### src/rtl/uart_pkg.sv
// -----------------------------------------------------------------------------
// uart_pkg
// Shared constants and types for the UART register bridge. It holds the
// command opcodes, the single-byte reply codes and the bridge FSM state type.
// -----------------------------------------------------------------------------
package uart_pkg;

   // Command opcodes: the first byte of a frame
   localparam logic [7:0] OP_WRITE = 8'h57;  // 'W' addr data
   localparam logic [7:0] OP_READ  = 8'h52;  // 'R' addr

   // Reply bytes pushed into the TX FIFO
   localparam logic [7:0] RSP_ACK  = 8'h4B;  // 'K' write done
   localparam logic [7:0] RSP_NAK  = 8'h15;  // unknown opcode

   typedef enum logic [2:0] {
      S_IDLE,
      S_GET_ADDR,
      S_GET_DATA,
      S_DO_WRITE,
      S_DO_READ,
      S_READ_WAIT,
      S_SEND
   } bridge_state_t;

endpackage

### src/rtl/uart_reg_bridge.sv
// -----------------------------------------------------------------------------
// uart_reg_bridge
// Sits between the UART RX FIFO (first-word-fall-through) and the UART TX
// FIFO. The bridge parses 'W' addr data and 'R' addr frames, drives a simple
// 8-bit register bus and returns a single reply byte per frame. An
// inter-byte timeout abandons frames that stall mid-way. A saturating error
// counter tallies unknown opcodes and timeouts.
//
// Ports
//   CLK        system clock
//   rst        synchronous reset, active-high
//   rx_data    RX FIFO head byte, valid while rx_empty=0
//   rx_empty   RX FIFO empty
//   rx_rden    one-cycle pop of the RX FIFO head
//   tx_data    reply byte, held stable while waiting on tx_full
//   tx_wren    one-cycle push into the TX FIFO
//   tx_full    TX FIFO full
//   reg_addr   register address (held until the next frame)
//   reg_wdata  register write data (held until the next frame)
//   reg_we     one-cycle write strobe
//   reg_re     one-cycle read strobe
//   reg_rdata  read data, valid the cycle after reg_re
//   err_count  saturating count of bad opcodes and timeouts
// -----------------------------------------------------------------------------
module uart_reg_bridge
   import uart_pkg::*;
#(
   parameter int TIMEOUT_CYCLES = 120000,
   parameter int CNT_W          = 17
) (
   input  logic       CLK,
   input  logic       rst,
   input  logic [7:0] rx_data,
   input  logic       rx_empty,
   output logic       rx_rden,
   output logic [7:0] tx_data,
   output logic       tx_wren,
   input  logic       tx_full,
   output logic [7:0] reg_addr,
   output logic [7:0] reg_wdata,
   output logic       reg_we,
   output logic       reg_re,
   input  logic [7:0] reg_rdata,
   output logic [7:0] err_count
);

   localparam logic [CNT_W-1:0] TMO_LAST = CNT_W'(TIMEOUT_CYCLES - 1);

   bridge_state_t    state;
   logic             is_read;
   logic [CNT_W-1:0] tmo_cnt;
   logic             byte_avail;
   logic             tmo_hit;

   function automatic logic [7:0] sat_inc(input logic [7:0] v);
      return (v == 8'hFF) ? v : v + 8'd1;
   endfunction

   // rx_rden is registered, so while it is high the FIFO has not yet popped
   // the byte just taken; that cycle is the mandatory settle gap.
   assign byte_avail = !rx_empty && !rx_rden;
   assign tmo_hit    = (tmo_cnt == TMO_LAST);

   always_ff @(posedge CLK) begin
      if (rst) begin
         state     <= S_IDLE;
         is_read   <= 1'b0;
         tmo_cnt   <= '0;
         rx_rden   <= 1'b0;
         tx_data   <= 8'h00;
         tx_wren   <= 1'b0;
         reg_addr  <= 8'h00;
         reg_wdata <= 8'h00;
         reg_we    <= 1'b0;
         reg_re    <= 1'b0;
         err_count <= 8'h00;
      end else begin
         rx_rden <= 1'b0;
         tx_wren <= 1'b0;
         reg_we  <= 1'b0;
         reg_re  <= 1'b0;

         case (state)
            S_IDLE: begin
               if (byte_avail) begin
                  rx_rden <= 1'b1;
                  tmo_cnt <= '0;
                  if (rx_data == OP_WRITE) begin
                     is_read <= 1'b0;
                     state   <= S_GET_ADDR;
                  end else if (rx_data == OP_READ) begin
                     is_read <= 1'b1;
                     state   <= S_GET_ADDR;
                  end else begin
                     tx_data   <= RSP_NAK;
                     err_count <= sat_inc(err_count);
                     state     <= S_SEND;
                  end
               end
            end

            S_GET_ADDR: begin
               // A byte arriving on the expiry cycle still wins.
               if (byte_avail) begin
                  rx_rden  <= 1'b1;
                  reg_addr <= rx_data;
                  tmo_cnt  <= '0;
                  if (is_read) begin
                     // Strobe rises together with entry so the bus sees
                     // reg_re during DO_READ and rdata lands in READ_WAIT.
                     reg_re <= 1'b1;
                     state  <= S_DO_READ;
                  end else begin
                     state  <= S_GET_DATA;
                  end
               end else if (tmo_hit) begin
                  tmo_cnt   <= '0;
                  err_count <= sat_inc(err_count);
                  state     <= S_IDLE;
               end else begin
                  tmo_cnt <= tmo_cnt + CNT_W'(1);
               end
            end

            S_GET_DATA: begin
               if (byte_avail) begin
                  rx_rden   <= 1'b1;
                  reg_wdata <= rx_data;
                  tmo_cnt   <= '0;
                  state     <= S_DO_WRITE;
               end else if (tmo_hit) begin
                  tmo_cnt   <= '0;
                  err_count <= sat_inc(err_count);
                  state     <= S_IDLE;
               end else begin
                  tmo_cnt <= tmo_cnt + CNT_W'(1);
               end
            end

            S_DO_WRITE: begin
               reg_we  <= 1'b1;
               tx_data <= RSP_ACK;
               state   <= S_SEND;
            end

            S_DO_READ: begin
               state <= S_READ_WAIT;
            end

            S_READ_WAIT: begin
               tx_data <= reg_rdata;
               state   <= S_SEND;
            end

            S_SEND: begin
               // No timeout here: a full TX FIFO may stall indefinitely.
               if (!tx_full) begin
                  tx_wren <= 1'b1;
                  state   <= S_IDLE;
               end
            end

            default: state <= S_IDLE;
         endcase
      end
   end

endmodule

### config.mk
export PLATFORM = sky130hd
export DESIGN_NAME = uart_reg_bridge
export DESIGN_NICKNAME = d
export VERILOG_FILES = /design/src/rtl/uart_pkg.sv /design/src/rtl/uart_reg_bridge.sv
export SDC_FILE = /design/constraint.sdc
export NUM_CORES = 1
export LEC_CHECK = 0
export CAP_MARGIN = 20
export CORE_ASPECT_RATIO = 0.8
export CORE_MARGIN = 1.5
export CORE_UTILIZATION = 52
export CTS_BUF_LIST = sky130_fd_sc_hd__clkbuf_4
export DETAILED_ROUTE_END_ITERATION = 12
export GPL_TIMING_DRIVEN = 0
export MAX_ROUTING_LAYER = met4
export PLACE_DENSITY = 0.82
export SLEW_MARGIN = 20
export SYNTH_ARGS = -nofsm -noshare
export SYNTH_HDL_FRONTEND = slang
export SYNTH_SLANG_ARGS = --single-unit
export TNS_END_PERCENT = 50
### constraint.sdc
create_clock -name CLK -period 3.2 [get_ports CLK]
set_clock_uncertainty 0.1 [all_clocks]
set_input_delay 0.64 -clock CLK [delete_from_list [all_inputs] [get_ports CLK]]
set_output_delay 0.64 -clock CLK [all_outputs]
set_load 0.01 [all_outputs]
# Word level (Yosys, flattened, before mapping)
# Cells that the tools add are included.
[totals]
inputBits = 20
word_cells = 83
ff_bits = 57
[classes]
n_bitwise = 4
reduce_logical = 20
addsub = 2
eq_ne = 16
n_mux = 30
[ops]
columns = ["operator", "n"]
rows = [
  ["$mux 8", 9],
  ["$mux 17", 3],
  ["$pmux 17 s2", 1],
  ["$mux 3", 8],
  ["$pmux 8 s3", 1],
  ["$pmux 3 s6", 1],
  ["$add 17x1->17 const B", 1],
  ["$eq 17x17->1 const B", 1],
  ["$eq 8x7->1 const B", 2],
  ["$pmux 8 s2", 1],
  ["$ne 2x2->1 const B", 5],
  ["$eq 3x3->1 const B", 3],
  ["$add 8x1->8 const B", 1],
  ["$eq 8x8->1 const B", 1],
  ["$reduce_and 2->1", 4],
  ["$reduce_or 2->1", 4],
  ["$eq 3x2->1 const B", 2],
  ["$mux 1", 6],
  ["$reduce_and 6->1", 1],
  ["$reduce_or 3->1", 2],
  ["$not 1->1", 4],
  ["$reduce_and 4->1", 1],
  ["$reduce_bool 2->1", 2],
  ["$eq 3x1->1 const B", 1],
  ["other kinds (6)", 7],
]

# Logic depth before layout (Yosys ltp)
# Gate-level depths: netlist of run 1.
[logic_depth]
word_depth = 6
depth_mapped = 8
ltp_nobuf = 6

# Worst setup path after synthesis of run 1
# Ideal clock, no wire load.
[synth_path]
path_type = "input port to flip-flop"
start = "in rx_empty"
end = "reg err_count[5]"
required_time_ns = 2.977
stages = 6
path_slack_ns = 0.901
t_arrival_ns = 2.075
path_buffers = 1
path_cell_list = "or2_0 clkbuf_1 a21oi_4 o2111ai_4 nor4_1 mux2_1"
[synth_between]
elab_chain_cells = 4
elab_cells_between_ends = 5
cone_classes = "2 x eq/ne; 3 x reduce/logical"
[synth_rtl]
columns = ["item", "line", "source"]
rows = [
  ["start, declared", "uart_reg_bridge.sv:34", "input logic rx_empty,"],
  ["$logic_not 1->1 (*)", "uart_reg_bridge.sv:61", "assign byte_avail = !rx_empty && !rx_rden;"],
  ["$logic_and 1x1->1 (*)", "uart_reg_bridge.sv:61", ""],
  ["$ne 2x2->1 (no line)", "n/a", ""],
  ["$reduce_and 6->1 (no line) (*)", "n/a", ""],
  ["end signal, assigned", "uart_reg_bridge.sv:96", "err_count <= sat_inc(err_count);"],
  ["end signal, assigned", "uart_reg_bridge.sv:118", "err_count <= sat_inc(err_count);"],
  ["end signal, assigned", "uart_reg_bridge.sv:133", "err_count <= sat_inc(err_count);"],
  ["end, declared", "uart_reg_bridge.sv:44", "output logic [7:0] err_count"],
]
# Every way passes the cells marked *; elsewhere a longest branch is shown, timed or not.
# A chain may end at the register's enable or synchronous reset.

# Worst setup path in the final report of run 1
[layout_path]
start = "in rx_data[4]"
end = "reg tx_data[6]"
[layout_between]
elab_chain_cells = 3
elab_cells_between_ends = 5
cone_classes = "4 x eq/ne; 1 x reduce/logical"
[layout_rtl]
columns = ["item", "line", "source"]
rows = [
  ["start, declared", "uart_reg_bridge.sv:33", "input logic [7:0] rx_data,"],
  ["$eq 8x7->1 (on tied branches)", "uart_reg_bridge.sv:91, uart_reg_bridge.sv:88", ""],
  ["$ne 2x2->1 (no line)", "n/a", ""],
  ["$reduce_and 4->1 (no line) (*)", "n/a", ""],
  ["end signal, assigned", "uart_reg_bridge.sv:151", "tx_data <= reg_rdata;"],
  ["end, declared", "uart_reg_bridge.sv:36", "output logic [7:0] tx_data,"],
]
# Marks and branches as above.

==> results.sh, run 1 <==
export IMPL_status="completed"
export IMPL_floorplan_initialDensity_pct=55.3
export IMPL_rows=22
export IMPL_period_share_pct=84.0
export IMPL_critPathArrivalTime_ns=2.92
export IMPL_core_area_mm2=0.00468
export IMPL_async_flop_share_pct=0
export IMPL_dp_cells=416
export IMPL_cts_sinks=57
export IMPL_viasPerCell=5.60
export IMPL_yosys_warnings=0
export IMPL_holdPathEnd="reg_addr[4]$_SDFFE_PP0P_"
export IMPL_h_tree_depth=3
export IMPL_setup_tns_ns=0
export IMPL_ff2ff_path_depth=7
export IMPL_cp_end_kind="flip-flop"
export IMPL_cts_buffers=9
export IMPL_diodes=0
export IMPL_die_h_um=66.1
export IMPL_p_per_area_mw_per_mm2=509
export IMPL_final_area_mm2=0.00332
export IMPL_firstDrtPassIters=4
export IMPL_setup_violations=0
export IMPL_max_vdd_ir_drop_uv=332
export IMPL_wl_um=6030
export IMPL_vias=2419
export IMPL_syn_cell_area_mm2=0.00259
export IMPL_fmax_ghz=0.372
export IMPL_first_global_vias=2226
export IMPL_num_nets_final=389
export IMPL_critPathKind="input pin to flip-flop"
export IMPL_die_w_um=81.9
export IMPL_grt_pass1_wl_um=10200
export IMPL_cts_resized=0
export IMPL_synth_most_common_cell="dfxtp_1"
export IMPL_hp_start="reg_addr[4]$_SDFFE_PP0P_"
export IMPL_synth_flop_cell="dfxtp_1"
export IMPL_syn_to_final_growth_pct=28.2
export IMPL_hold_viol=0
export IMPL_r2r_start="tmo_cnt[9]$_SDFFE_PP0P_"
export IMPL_clk_latency_ns=0.40
export IMPL_hpwl_um=4370
export IMPL_cts_tree="done"
export IMPL_synth_distinct_cells=50
export IMPL_globalplace_congestion=0.937
export IMPL_drt_iter0_markers=183
export IMPL_layout_drive_gt1_share_pct=6.99
export IMPL_ant_nets=0
export IMPL_synth_edf_count=0
export IMPL_critPathMaxFanout=9
export IMPL_syn_nets=323
export IMPL_r2r_slack_ns=0.81
export IMPL_timing_slew_headroom_pct=38.8
export IMPL_cp_start_kind="input pin"
export IMPL_ys_top_cells_by_area="dfxtp_1 44%, nand2_1 5.5%, nor2_1 4.8%"
export IMPL_clk_pin_slew_ns=0.09
export IMPL_boundaryPins=56
export IMPL_avgSynthCellArea_um2=8.60
export IMPL_grt_max_degree=11
export IMPL_maxCapViolCount=0
export IMPL_drc_errors=0
export IMPL_worstMarginPinSlew_ns=0.911
export IMPL_grt_overflow=0
export IMPL_synth_top_area_cell="dfxtp_1"
export IMPL_dpl_cell_area_mm2=0.00322
export IMPL_cts_setup_buffers=0
export IMPL_p_leak_nw=1.18
export IMPL_required_ns=3.43
export IMPL_hold_path_depth=2
export IMPL_synth_commonest_cells="57 x dfxtp_1, 38 x nand2_1, 33 x nor2_1, 22 x a21oi_1, 19 x nand3_1"
export IMPL_synth_seq_cells=57
export IMPL_port_buffer_count=55
export IMPL_drv_slew=0
export IMPL_hold_path_class="flip-flop to flip-flop"
export IMPL_die_area_mm2=0.00542
export IMPL_rsz0062_at_grt="false"
export IMPL_antenna_found_initial=0
export IMPL_cts_buffer_depth=2
export IMPL_cts_root_buf="clkbuf_4"
export IMPL_fin_cells=432
export IMPL_synthCells=301
export IMPL_fin_crit_ns=2.69
export IMPL_wl_per_cell_um=13.9
export IMPL_seq_area_frac_synth_pct=44.1
export IMPL_synth_top_area_share_pct=44.1
export IMPL_worst_r2r_endpoint="tmo_cnt[8]$_SDFFE_PP0P_"
export IMPL_grt_util_all_layers_pct=25.6
export IMPL_cts_hold_buffers=0
## sequential cells by signal, indices dropped and copies added (netlist names)
register,cells
state,3
tx_data,8
reg_we,1
reg_addr,8
tx_wren,1
is_read,1
reg_wdata,8
rx_rden,1
err_count,8
tmo_cnt,17
reg_re,1
## how the worst max path moves through the flow
stage / cells after the start / from / slack (ns) / endpoint
after floorplan: 6 / rx_empty / 0.90 / err_count[5]$_SDFFE_PP0P_
after global routing: 6 / rx_data[4] / 0.33 / tx_data[1]$_SDFFE_PP0P_
after CTS: 6 / rx_data[4] / 0.58 / tx_data[6]$_SDFFE_PP0P_
final: 6 / rx_data[4] / 0.51 / tx_data[6]$_SDFFE_PP0P_
after detailed placement: 6 / rx_data[4] / 0.16 / tx_data[7]$_SDFFE_PP0P_
after global placement: 6 / rx_data[4] / 0.20 / tx_data[6]$_SDFFE_PP0P_
## critical path, cell delays in order
cell and delay [ns]:
clkdlybuf4s50_1 0.50, nor4bb_1 0.59, nand3_1 0.20, a31oi_1 0.66, a221oi_1 0.21, nor2_1 0.11
## through the flow
step | hold slack [ns] | total power (W) | utilization (%) | setup WS, ns
after floorplan | 0.371 | 0.00111 | - | 0.901
after global placement | 0.342 | 0.00127 | 68.7 | 0.203
after detailed placement | 0.350 | 0.00128 | 68.7 | 0.165
after CTS | 0.363 | 0.00170 | 71.0 | 0.578
after global routing | 0.386 | 0.00178 | 71.0 | 0.334
final | 0.360 | 0.00169 | 71.0 | 0.512
## where the power goes
| group | total (W) | switching (W) | internal, W |
|---|---|---|---|
| Clock | 0.000417 | 0.000249 | 0.000168 |
| Sequential | 0.000805 | 0.0000439 | 0.000761 |
| Combinational | 0.000467 | 0.000262 | 0.000205 |
## per-layer routing
metal,GRT usage [%],wire length [um],vias up
met5,-,0,-
met3,7.86,427,8
met1,32.1,2820,1141
met4,9.75,42,0
met2,38.7,2740,78
li1,-,-,1192
## cell families after synthesis
kind of cell,count (synthesis),share of synthesized area [%]
xor gates and xnor gates,18,6.09
AOI/OAI and AO/OA,52,14.0
adders and majority gates,2,0.966
and+or+nand+nor,144,28.7
buffers and inverters,21,3.24
DFF,57,44.1
muxes,7,2.95
## layout make-up
cell class,count,area (um^2)
Multi-Input combinational cell,223,1370
Fill cell,386,1360
Sequential cell,57,1140
Timing Repair Buffer,55,551
Clock buffer,11,82.6
Tap cell,60,75.1
Buffer,15,61.3
Clock inverter,5,22.5
Inverter,6,22.5
## cell usage in the layout, fill, tap and decap left out, drive strengths merged, types with 5 or more instances in the layout
master | synthesis | final
clkinv | 0 | 5
a221oi | 6 | 6
inv | 6 | 6
clkbuf | 11 | 22
nand3 | 19 | 19
dfxtp | 57 | 57
nor3 | 8 | 8
nor2 | 33 | 33
xor2 | 14 | 14
nor2b | 8 | 8
mux2 | 5 | 5
o21ai | 6 | 6
nand4 | 8 | 8
a21oi | 23 | 23
clkdlybuf4s50 | 0 | 55
nand2 | 39 | 39
No activity file was read; power rests on OpenSTA's default activity.
==> run 2, diff against run 1 <==
clock period = 2.63 ns   (was 3.2 ns; I/O delays follow)
==> run 2 against run 1 <==
Against the previous run: global-route usage did not move; sequential share of layout area fell by 0.065 points; clock power is 22% higher; sequential power rose by 22%; critical endpoint is now err_count[5]$_SDFFE_PP0P_.
==> results.sh, run 2 (same netlist as run 1, synthesis figures left out) <==
export IMPL_status="completed"
export IMPL_num_nets_final=389
export IMPL_regArea_mm2=0.00114
export IMPL_largest_register="tmo_cnt"
export IMPL_cts_tree="done"
export IMPL_cts_sinks=57
export IMPL_die_h_um=66.1
export IMPL_fill_cells=385
export IMPL_first_global_vias=2226
export IMPL_cts_setup_buffers=0
export IMPL_maxCapViolCount=0
export IMPL_port_buffer_count=55
export IMPL_timing_slew_headroom_pct=39.1
export IMPL_wl_per_cell_um=14.1
export IMPL_cts_root_buf="clkbuf_4"
export IMPL_worstMarginPinSlew_ns=0.907
export IMPL_grt_overflow=0
export IMPL_core_area_mm2=0.00468
export IMPL_hpwl_um=4370
export IMPL_cp_start_kind="input pin"
export IMPL_p_per_area_mw_per_mm2=619
export IMPL_crit_chain="clkdlybuf4s50_1, or2_0, clkbuf_1, a21oi_4, o2111ai_4, nor4_1, mux2_1"
export IMPL_rows=22
export IMPL_drc_errors=0
export IMPL_ant_nets=0
export IMPL_viasPerCell=5.55
export IMPL_p_leak_nw=1.18
export IMPL_cpPeakStageDelay_ns=0.45
export IMPL_globalplace_congestion=0.937
export IMPL_die_w_um=81.9
export IMPL_drt_iter0_markers=233
export IMPL_dp_slack_ns=-0.291
export IMPL_critPathKind="input pin to flip-flop"
export IMPL_largest_reg_flops=17
export IMPL_cts_buffer_depth=2
export IMPL_required_ns=2.81
export IMPL_period_share_pct=93.7
export IMPL_h_tree_depth=3
export IMPL_grt_util_all_layers_pct=25.6
export IMPL_layout_drive_gt1_share_pct=7.26
export IMPL_critPathArrivalTime_ns=2.65
export IMPL_die_area_mm2=0.00542
export IMPL_diodes=0
export IMPL_hold_path_class="flip-flop to flip-flop"
export IMPL_max_vdd_ir_drop_uv=403
export IMPL_floorplan_initialDensity_pct=55.3
export IMPL_grt_pass1_wl_um=10200
export IMPL_cp_end_kind="flip-flop"
export IMPL_vias=2397
export IMPL_setup_violations=0
export IMPL_firstDrtPassIters=4
export IMPL_cts_buffers=9
export IMPL_boundaryPins=56
export IMPL_clk_pin_slew_ns=0.09
export IMPL_fin_crit_ns=2.46
export IMPL_r2r_slack_ns=0.21
export IMPL_final_cell_mix="57 x dfxtp_1, 55 x clkdlybuf4s50_1, 38 x nand2_1"
export IMPL_fin_hold_ws_ns=0.363
export IMPL_grt_max_degree=11
export IMPL_critPathMaxFanout=9
export IMPL_multiInputGateArea_mm2=0.00137
export IMPL_hold_viol=0
export IMPL_clk_latency_ns=0.39
export IMPL_syn_to_final_growth_pct=28.5
export IMPL_wl_um=6080
export IMPL_fmax_ghz=0.406
export IMPL_setup_slack_ns=0.167
export IMPL_drv_slew=0
export IMPL_antenna_found_initial=0
export IMPL_cp_slowest_cell="clkdlybuf4s50_1"
export IMPL_final_common_cell="dfxtp_1"
## run 2: cell types whose count changed in the layout (fill, tap and decap cells not counted)
cell	delta
a31oi_1	-1
a31oi_2	+1
## run 2: power by group
group          internal (W)  switching, W  total (W)
sequential         0.000926     0.0000535   0.000980
clock              0.000205      0.000302   0.000507
combinational      0.000251      0.000322   0.000573
## run 2: worst paths after layout
check | start | end | cells after the start
setup reg to reg | state[2]$_SDFFE_PP0P_ | err_count[0]$_SDFFE_PP0P_ | 6
hold reg to reg | reg_addr[4]$_SDFFE_PP0P_ | reg_addr[4]$_SDFFE_PP0P_ | 2
hold / removal | reg_addr[4]$_SDFFE_PP0P_ | reg_addr[4]$_SDFFE_PP0P_ | 2
setup / recovery | rx_empty | err_count[5]$_SDFFE_PP0P_ | 7
## run 2: final cells by class
class                      instances  share of cell area (%)
timing repair buffer              55                    16.5
tap                               60                    2.26
inverter                           6                   0.677
clock inverter                     5                   0.677
buffer                            15                    1.84
sequential                        57                    34.3
clock buffer                      11                    2.48
multi-input combinational        223                    41.2
## run 2: worst max-delay path: cells and delay by family
family / cells / cell delay, ns
compound gates: 2 / 0.53
buf+inv: 2 / 0.67
mux: 1 / 0.35
simple gates: 2 / 0.56
## run 2: metrics by stage
step	cell area, um^2	total power [W]	setup TNS, ns	std cells	utilization [%]
finish	3330	0.00206	0	432	71.1
global route	3330	0.00217	-0.130	432	71.1
CTS	3320	0.00207	0	432	71.0
detailed placement	3220	0.00156	-4.05	416	68.7
global placement	3220	0.00155	-3.39	416	68.7
floorplan	2590	0.00135	0	301	-
## run 2: routing by layer
metal	part of all wire (%)	wire, um	GRT usage (%)	up-vias
met5	0	0	-	-
met4	0.38	23	9.75	0
met3	6.7	407	7.86	2
met2	46	2790	38.7	73
met1	47	2850	32.1	1129
li1	-	-	-	1193
## run 2: timing repair
item                                    CTS  global route
hold buffers                              0             0
gates resized for setup                   0             1
endpoints found under the setup margin    0             8
